==> config.mk <==
export PLATFORM = sky130hd
export DESIGN_NAME = mem_port_arbiter
export DESIGN_NICKNAME = d
export VERILOG_FILES = /design/src/rtl/mem_port_arbiter_pkg.sv /design/src/rtl/mem_arb_starve_ctr.sv /design/src/rtl/mem_port_arbiter.sv
export SDC_FILE = /design/constraint.sdc
export NUM_CORES = 1
export LEC_CHECK = 0
export BUFFER_PORTS_ARGS = -buffer_cell sky130_fd_sc_hd__buf_2
export CORE_MARGIN = 2
export CORE_UTILIZATION = 35
export CTS_BUF_LIST = sky130_fd_sc_hd__clkbuf_16
export DETAILED_ROUTE_END_ITERATION = 8
export GPL_ROUTABILITY_DRIVEN = 0
export PLACE_DENSITY_LB_ADDON = 0.15
export SYNTH_ARGS = -nofsm -noshare
export SYNTH_HDL_FRONTEND = slang
export SYNTH_SLANG_ARGS = --single-unit
export TNS_END_PERCENT = 50
==> constraint.sdc <==
create_clock -name clk -period 1.9 [get_ports clk]
set_input_delay 0.095 -clock clk [delete_from_list [all_inputs] [get_ports clk]]
set_output_delay 0.095 -clock clk [all_outputs]
set_load 0.02 [all_outputs]
==> src/rtl/mem_port_arbiter_pkg.sv <==
// mem_port_arbiter_pkg: shared FSM encoding, forwarding codes and arbiter defaults
package mem_port_arbiter_pkg;
  typedef enum logic [1:0] {IDLE, IF_XFER, D_XFER} arb_state_e;
  typedef enum logic [1:0] {FWD_NONE, FWD_EX_MEM, FWD_MEM_WB} fwd_e;
  localparam int STARVE_MAX_DEF = 4;
  function automatic int cnt_w(input int max);
    return max < 1 ? 1 : $clog2(max + 1);
  endfunction
endpackage

==> src/rtl/mem_arb_starve_ctr.sv <==
// mem_arb_starve_ctr: saturating count of data grants taken while fetch waits
module mem_arb_starve_ctr import mem_port_arbiter_pkg::*; #(
  parameter int STARVE_MAX = STARVE_MAX_DEF
) (
  input  logic clk,
  input  logic rst,
  input  logic inc,
  input  logic clr,
  output logic sat
);
  localparam int W = cnt_w(STARVE_MAX);
  localparam logic [W-1:0] MAX = W'(STARVE_MAX);
  logic [W-1:0] cnt_q, cnt_d;
  // clear wins over increment; increment stops at the saturation value
  always_comb cnt_d = clr ? '0 : (inc && cnt_q != MAX) ? cnt_q + 1'b1 : cnt_q;
  // counter register
  always_ff @(posedge clk) cnt_q <= rst ? '0 : cnt_d;
  assign sat = cnt_q == MAX;
endmodule

==> src/rtl/mem_port_arbiter.sv <==
// mem_port_arbiter: shares one memory port between instruction fetch and data access
module mem_port_arbiter import mem_port_arbiter_pkg::*; #(
  parameter int ADDR_W     = 32,
  parameter int DATA_W     = 32,
  parameter int STARVE_MAX = STARVE_MAX_DEF
) (
  input  logic                clk,
  input  logic                rst,
  input  logic                if_req,
  input  logic [ADDR_W-1:0]   if_addr,
  output logic [DATA_W-1:0]   if_rdata,
  output logic                if_ack,
  input  logic                d_req,
  input  logic                d_we,
  input  logic [DATA_W/8-1:0] d_be,
  input  logic [ADDR_W-1:0]   d_addr,
  input  logic [DATA_W-1:0]   d_wdata,
  output logic [DATA_W-1:0]   d_rdata,
  output logic                d_ack,
  input  logic                flush,
  output logic                mem_req,
  output logic                mem_we,
  output logic [DATA_W/8-1:0] mem_be,
  output logic [ADDR_W-1:0]   mem_addr,
  output logic [DATA_W-1:0]   mem_wdata,
  input  logic [DATA_W-1:0]   mem_rdata,
  input  logic                mem_ready,
  output logic                if_stall,
  output logic                d_stall
);
  arb_state_e          state_q;
  logic                drop_q, if_ack_q, d_ack_q, mem_req_q, mem_we_q, sat;
  logic [DATA_W/8-1:0] mem_be_q;
  logic [ADDR_W-1:0]   mem_addr_q;
  logic [DATA_W-1:0]   mem_wdata_q, if_rdata_q, d_rdata_q;
  logic                idle, if_elig, d_elig, grant_if, grant_d;
  // a requester acked this cycle is ineligible; fetch also loses to a flush
  always_comb begin
    idle     = state_q == IDLE;
    if_elig  = if_req & ~if_ack_q & ~flush;
    d_elig   = d_req & ~d_ack_q;
    grant_if = idle & if_elig & (~d_elig | sat);
    grant_d  = idle & d_elig & ~grant_if;
  end
  mem_arb_starve_ctr #(.STARVE_MAX(STARVE_MAX)) u_starve (
    .clk(clk),
    .rst(rst),
    .inc(grant_d & if_req),
    .clr(grant_if | ~if_req),
    .sat(sat)
  );
  // grant, hold the memory request until ready, then capture data and pulse ack
  always_ff @(posedge clk) begin
    if (rst) begin
      state_q     <= IDLE;
      drop_q      <= 1'b0;
      if_ack_q    <= 1'b0;
      d_ack_q     <= 1'b0;
      mem_req_q   <= 1'b0;
      mem_we_q    <= 1'b0;
      mem_be_q    <= '0;
      mem_addr_q  <= '0;
      mem_wdata_q <= '0;
      if_rdata_q  <= '0;
      d_rdata_q   <= '0;
    end else begin
      if_ack_q <= 1'b0;
      d_ack_q  <= 1'b0;
      case (state_q)
        IDLE: begin
          if (grant_if) begin
            state_q     <= IF_XFER;
            mem_req_q   <= 1'b1;
            mem_we_q    <= 1'b0;
            mem_be_q    <= '1;
            mem_addr_q  <= if_addr;
            mem_wdata_q <= '0;
          end else if (grant_d) begin
            state_q     <= D_XFER;
            mem_req_q   <= 1'b1;
            mem_we_q    <= d_we;
            mem_be_q    <= d_be;
            mem_addr_q  <= d_addr;
            mem_wdata_q <= d_wdata;
          end
        end
        IF_XFER: begin
          if (mem_ready) begin
            state_q   <= IDLE;
            mem_req_q <= 1'b0;
            drop_q    <= 1'b0;
            if (!drop_q && !flush) begin
              if_rdata_q <= mem_rdata;
              if_ack_q   <= 1'b1;
            end
          end else if (flush) begin
            drop_q <= 1'b1;
          end
        end
        D_XFER: begin
          if (mem_ready) begin
            state_q   <= IDLE;
            mem_req_q <= 1'b0;
            d_ack_q   <= 1'b1;
            if (!mem_we_q) d_rdata_q <= mem_rdata;
          end
        end
        default: state_q <= IDLE;
      endcase
    end
  end
  assign mem_req   = mem_req_q;
  assign mem_we    = mem_we_q;
  assign mem_be    = mem_be_q;
  assign mem_addr  = mem_addr_q;
  assign mem_wdata = mem_wdata_q;
  assign if_rdata  = if_rdata_q;
  assign d_rdata   = d_rdata_q;
  assign if_ack    = if_ack_q & ~flush;
  assign d_ack     = d_ack_q;
  assign if_stall  = if_req & ~if_ack;
  assign d_stall   = d_req & ~d_ack;
endmodule

==> results.sh <==
export IMPL_maxSlewHeadroom=0.702
export IMPL_portBuffers=276
export IMPL_final_util=0.590
export IMPL_cp_slowest_cell="dfxtp_1"
export IMPL_clk_latency_ps=420
export IMPL_setup_slack_ps=154
export IMPL_critPathLaunchType="flip-flop"
export IMPL_netlist_instances=676
export IMPL_crit_buf_inv=2
export IMPL_synth_seq_cells=142
export IMPL_io_pins=277
export IMPL_drive_gt1_frac=0.307
export IMPL_max_stage_delay_ps=330
export IMPL_hold_viol_final=0
export IMPL_totalNegativeSetupSlack_ps=0
export IMPL_path_class="reg2reg"
export IMPL_fp_dieArea_mm2=0.0167
export IMPL_post_dp_cell_area_mm2=0.00705
export IMPL_detailed_place_hpwl_um=11000
export IMPL_drt_total_wl_um=17900
export IMPL_finalClockSkew_ps=5.41
export IMPL_multi_input_area_mm2=0.00232
export IMPL_max_cap_viol_count=0
export IMPL_cp_end_kind="flip-flop"
export IMPL_grt_max_degree=69
export IMPL_cp_depth=7
export IMPL_post_drt_wl_per_cell_um=13.9
export IMPL_post_place_ws_ps=127
export IMPL_rr_worst_depth=7
export IMPL_hp_start="d_be[3]"
export IMPL_fin_area_mm2=0.00899
export IMPL_fill_cells=1339
export IMPL_register_area_mm2=0.00284
export IMPL_critPathMaxFanout=48
export IMPL_worstPathCellList="inv_1 -> ha_4 -> and4bb_4 -> a21o_4 -> buf_16 -> nor2_1 -> a311oi_1"
export IMPL_clock_fmax_mhz=573
export IMPL_cts_path_max_buffers=2
export IMPL_cts_made_buffers=17
export IMPL_grt_pass1_vias=5860
export IMPL_final_cell_mix="buf_2 (275), nand2_1 (261), dfxtp_1 (142)"
export IMPL_cts_tree="built"
export IMPL_grt_pass1_wl_um=28000
export IMPL_ant_nets=0
export IMPL_cp_arrival_ps=2060
export IMPL_cts_setup_buffers=0
export IMPL_hold_slack_ps=26.2
export IMPL_min_path_type="in2reg"
export IMPL_die_w_um=129
export IMPL_start_util=0.359
export IMPL_final_common_cell="buf_2"
export IMPL_crit_required_ps=2210
export IMPL_holdPathStages=3
export IMPL_routed_via_density=4.60
export IMPL_worstMarginPinSlew_ps=448
export IMPL_leakage_nw=4.10
export IMPL_vias=5922
export IMPL_path_clk_slew_ps=60
export IMPL_yosysWarnings=0
export IMPL_diodes=0
export IMPL_drv_slew=0
export IMPL_htree_levels=4
export IMPL_antenna_found_initial=0
export IMPL_num_rows=45
export IMPL_grt_util_all_layers=0.211
export IMPL_drtIter0Drc=232
export IMPL_syn_nets=821
export IMPL_ctsRootBufferMaster="clkbuf_16"
export IMPL_clock_sinks=142
export IMPL_die_height_um=129
export IMPL_synth_avg_cell_area_um2=8.10
export IMPL_nets=1208
export IMPL_outcome="finished, final reports clean"
export IMPL_synthDistinctLibCells=35
export IMPL_ir_drop_mv=0.597
export IMPL_rsz0062_at_grt="false"
export IMPL_first_pass_iters=4
export IMPL_post_route_drc_count=0
export IMPL_min_period_over_period=0.919
export IMPL_core_area_mm2=0.0153
export IMPL_power_density_mw_per_mm2=931
export IMPL_crit_family="compound AO/OA/AOI/OAI gates"
export IMPL_synthesis_area_mm2=0.00547
export IMPL_yosysSeqAreaShare=0.519
export IMPL_r2r_start="state_q[0]"
export IMPL_areaGrowthSynthToFinish_pct=64.3
export IMPL_whs_endpoint="mem_be[3]"
export IMPL_overflow=0
export IMPL_min_period_ps=1750
export IMPL_r2r_end="mem_addr[8]"
export IMPL_setup_viol_count_final=0
export IMPL_reg2reg_setup_slack_ps=150
area by class of cell:
type                            instances  share of cell area
Clock buffer                           17              0.0473
Clock inverter                         15              0.0202
Inverter                                5             0.00223
Multi-Input combinational cell        477               0.258
Sequential cell                       142               0.316
Tap cell                              211              0.0294
Timing Repair Buffer                  420               0.327
cells in the mapped netlist, drive strengths merged:
library cell,count,area share
nand2,261,0.18
dfxtp,142,0.52
a21oi,102,0.097
nor2,40,0.027
a311oi,33,0.055
buf,28,0.040
clkbuf,24,0.016
nor3,10,0.0091
ha,6,0.014
inv,4,0.0027
nor2b,3,0.0034
nor3b,3,0.0041
a211oi,2,0.0027
a21o,2,0.0043
nand2b,2,0.0037
and2,1,0.0011
and2b,1,0.0014
and4bb,1,0.0030
clkinv,1,0.00091
mux2i,1,0.0018
nand3,1,0.00091
nand4,1,0.0011
nand4bb,1,0.0030
o21a,1,0.0014
o22ai,1,0.0011
or2,1,0.0011
or3,1,0.0011
xnor2,1,0.0016
xor2,1,0.0016
kinds of logic (layout without fill, tap and decap cells):
| logic type | Yosys count | count (layout) | synth area share |
|---|---|---|---|
| DFF | 142 | 142 | 0.519 |
| and+or+nand+nor | 327 | 327 | 0.240 |
| buffers and inverters | 57 | 457 | 0.0603 |
| adders and majority gates | 6 | 6 | 0.0137 |
| muxes | 1 | 1 | 0.00183 |
| xor gates and xnor gates | 2 | 2 | 0.00320 |
| AOI/OAI and AO/OA | 141 | 141 | 0.162 |
metrics by stage:
| stage | power, mW | std cells |
|---|---|---|
| after global placement | 4.76 | 1124 |
| after global routing | 8.75 | 1287 |
| after floorplan | 4.24 | 676 |
| final | 8.37 | 1287 |
| after detailed placement | 4.77 | 1124 |
| after CTS | 8.43 | 1287 |
report_power, final:
group / switching, mW / internal [mW] / leakage (nW)
Clock: 1.26 / 2.17 / 0.305
Sequential: 0.108 / 3.20 / 1.16
Combinational: 0.920 / 0.718 / 2.63
Total: 2.29 / 6.08 / 4.10
worst max path at each step:
stage / slack [ps] / from / end
6_report: 150 / state_q[0] / mem_addr[8]
5_1_grt: 40 / state_q[0] / mem_addr[2]
4_1_cts: 70 / state_q[0] / mem_addr[25]
3_5_place_dp: 130 / state_q[0] / mem_addr[20]
3_3_place_gp: 200 / state_q[0] / mem_addr[20]
2_1_floorplan: 210 / state_q[0] / mem_addr[10]
flip-flops by register name, indices dropped and copies added (netlist names):
signal / count
d_ack: 1
d_rdata: 32
drop_q: 1
if_ack_q: 1
if_rdata: 32
mem_addr: 32
mem_be: 4
mem_req: 1
mem_wdata: 32
mem_we: 1
state_q: 2
u_starve.cnt_q: 3
metal layers:
| metal | routed length, um | up-vias | global-route usage |
|---|---|---|---|
| met5 | 0 | - | 0 |
| met4 | 370 | 0 | 0.0831 |
| met3 | 1390 | 26 | 0.0768 |
| met2 | 8590 | 211 | 0.363 |
| met1 | 7540 | 2680 | 0.240 |
| li1 | - | 3005 | - |
worst min-delay path, cell delays in order:
cell	delay, ps
buf_2	80
nor3_1	40
nor3_1	160
what timing repair did:
action / in CTS / in global routing
hold endpoints to repair: 132 / 0
setup endpoints to repair: 0 / 28
gates resized for setup: 0 / 4
hold buffers: 131 / 0
No activity file was read; power rests on OpenSTA's default activity.
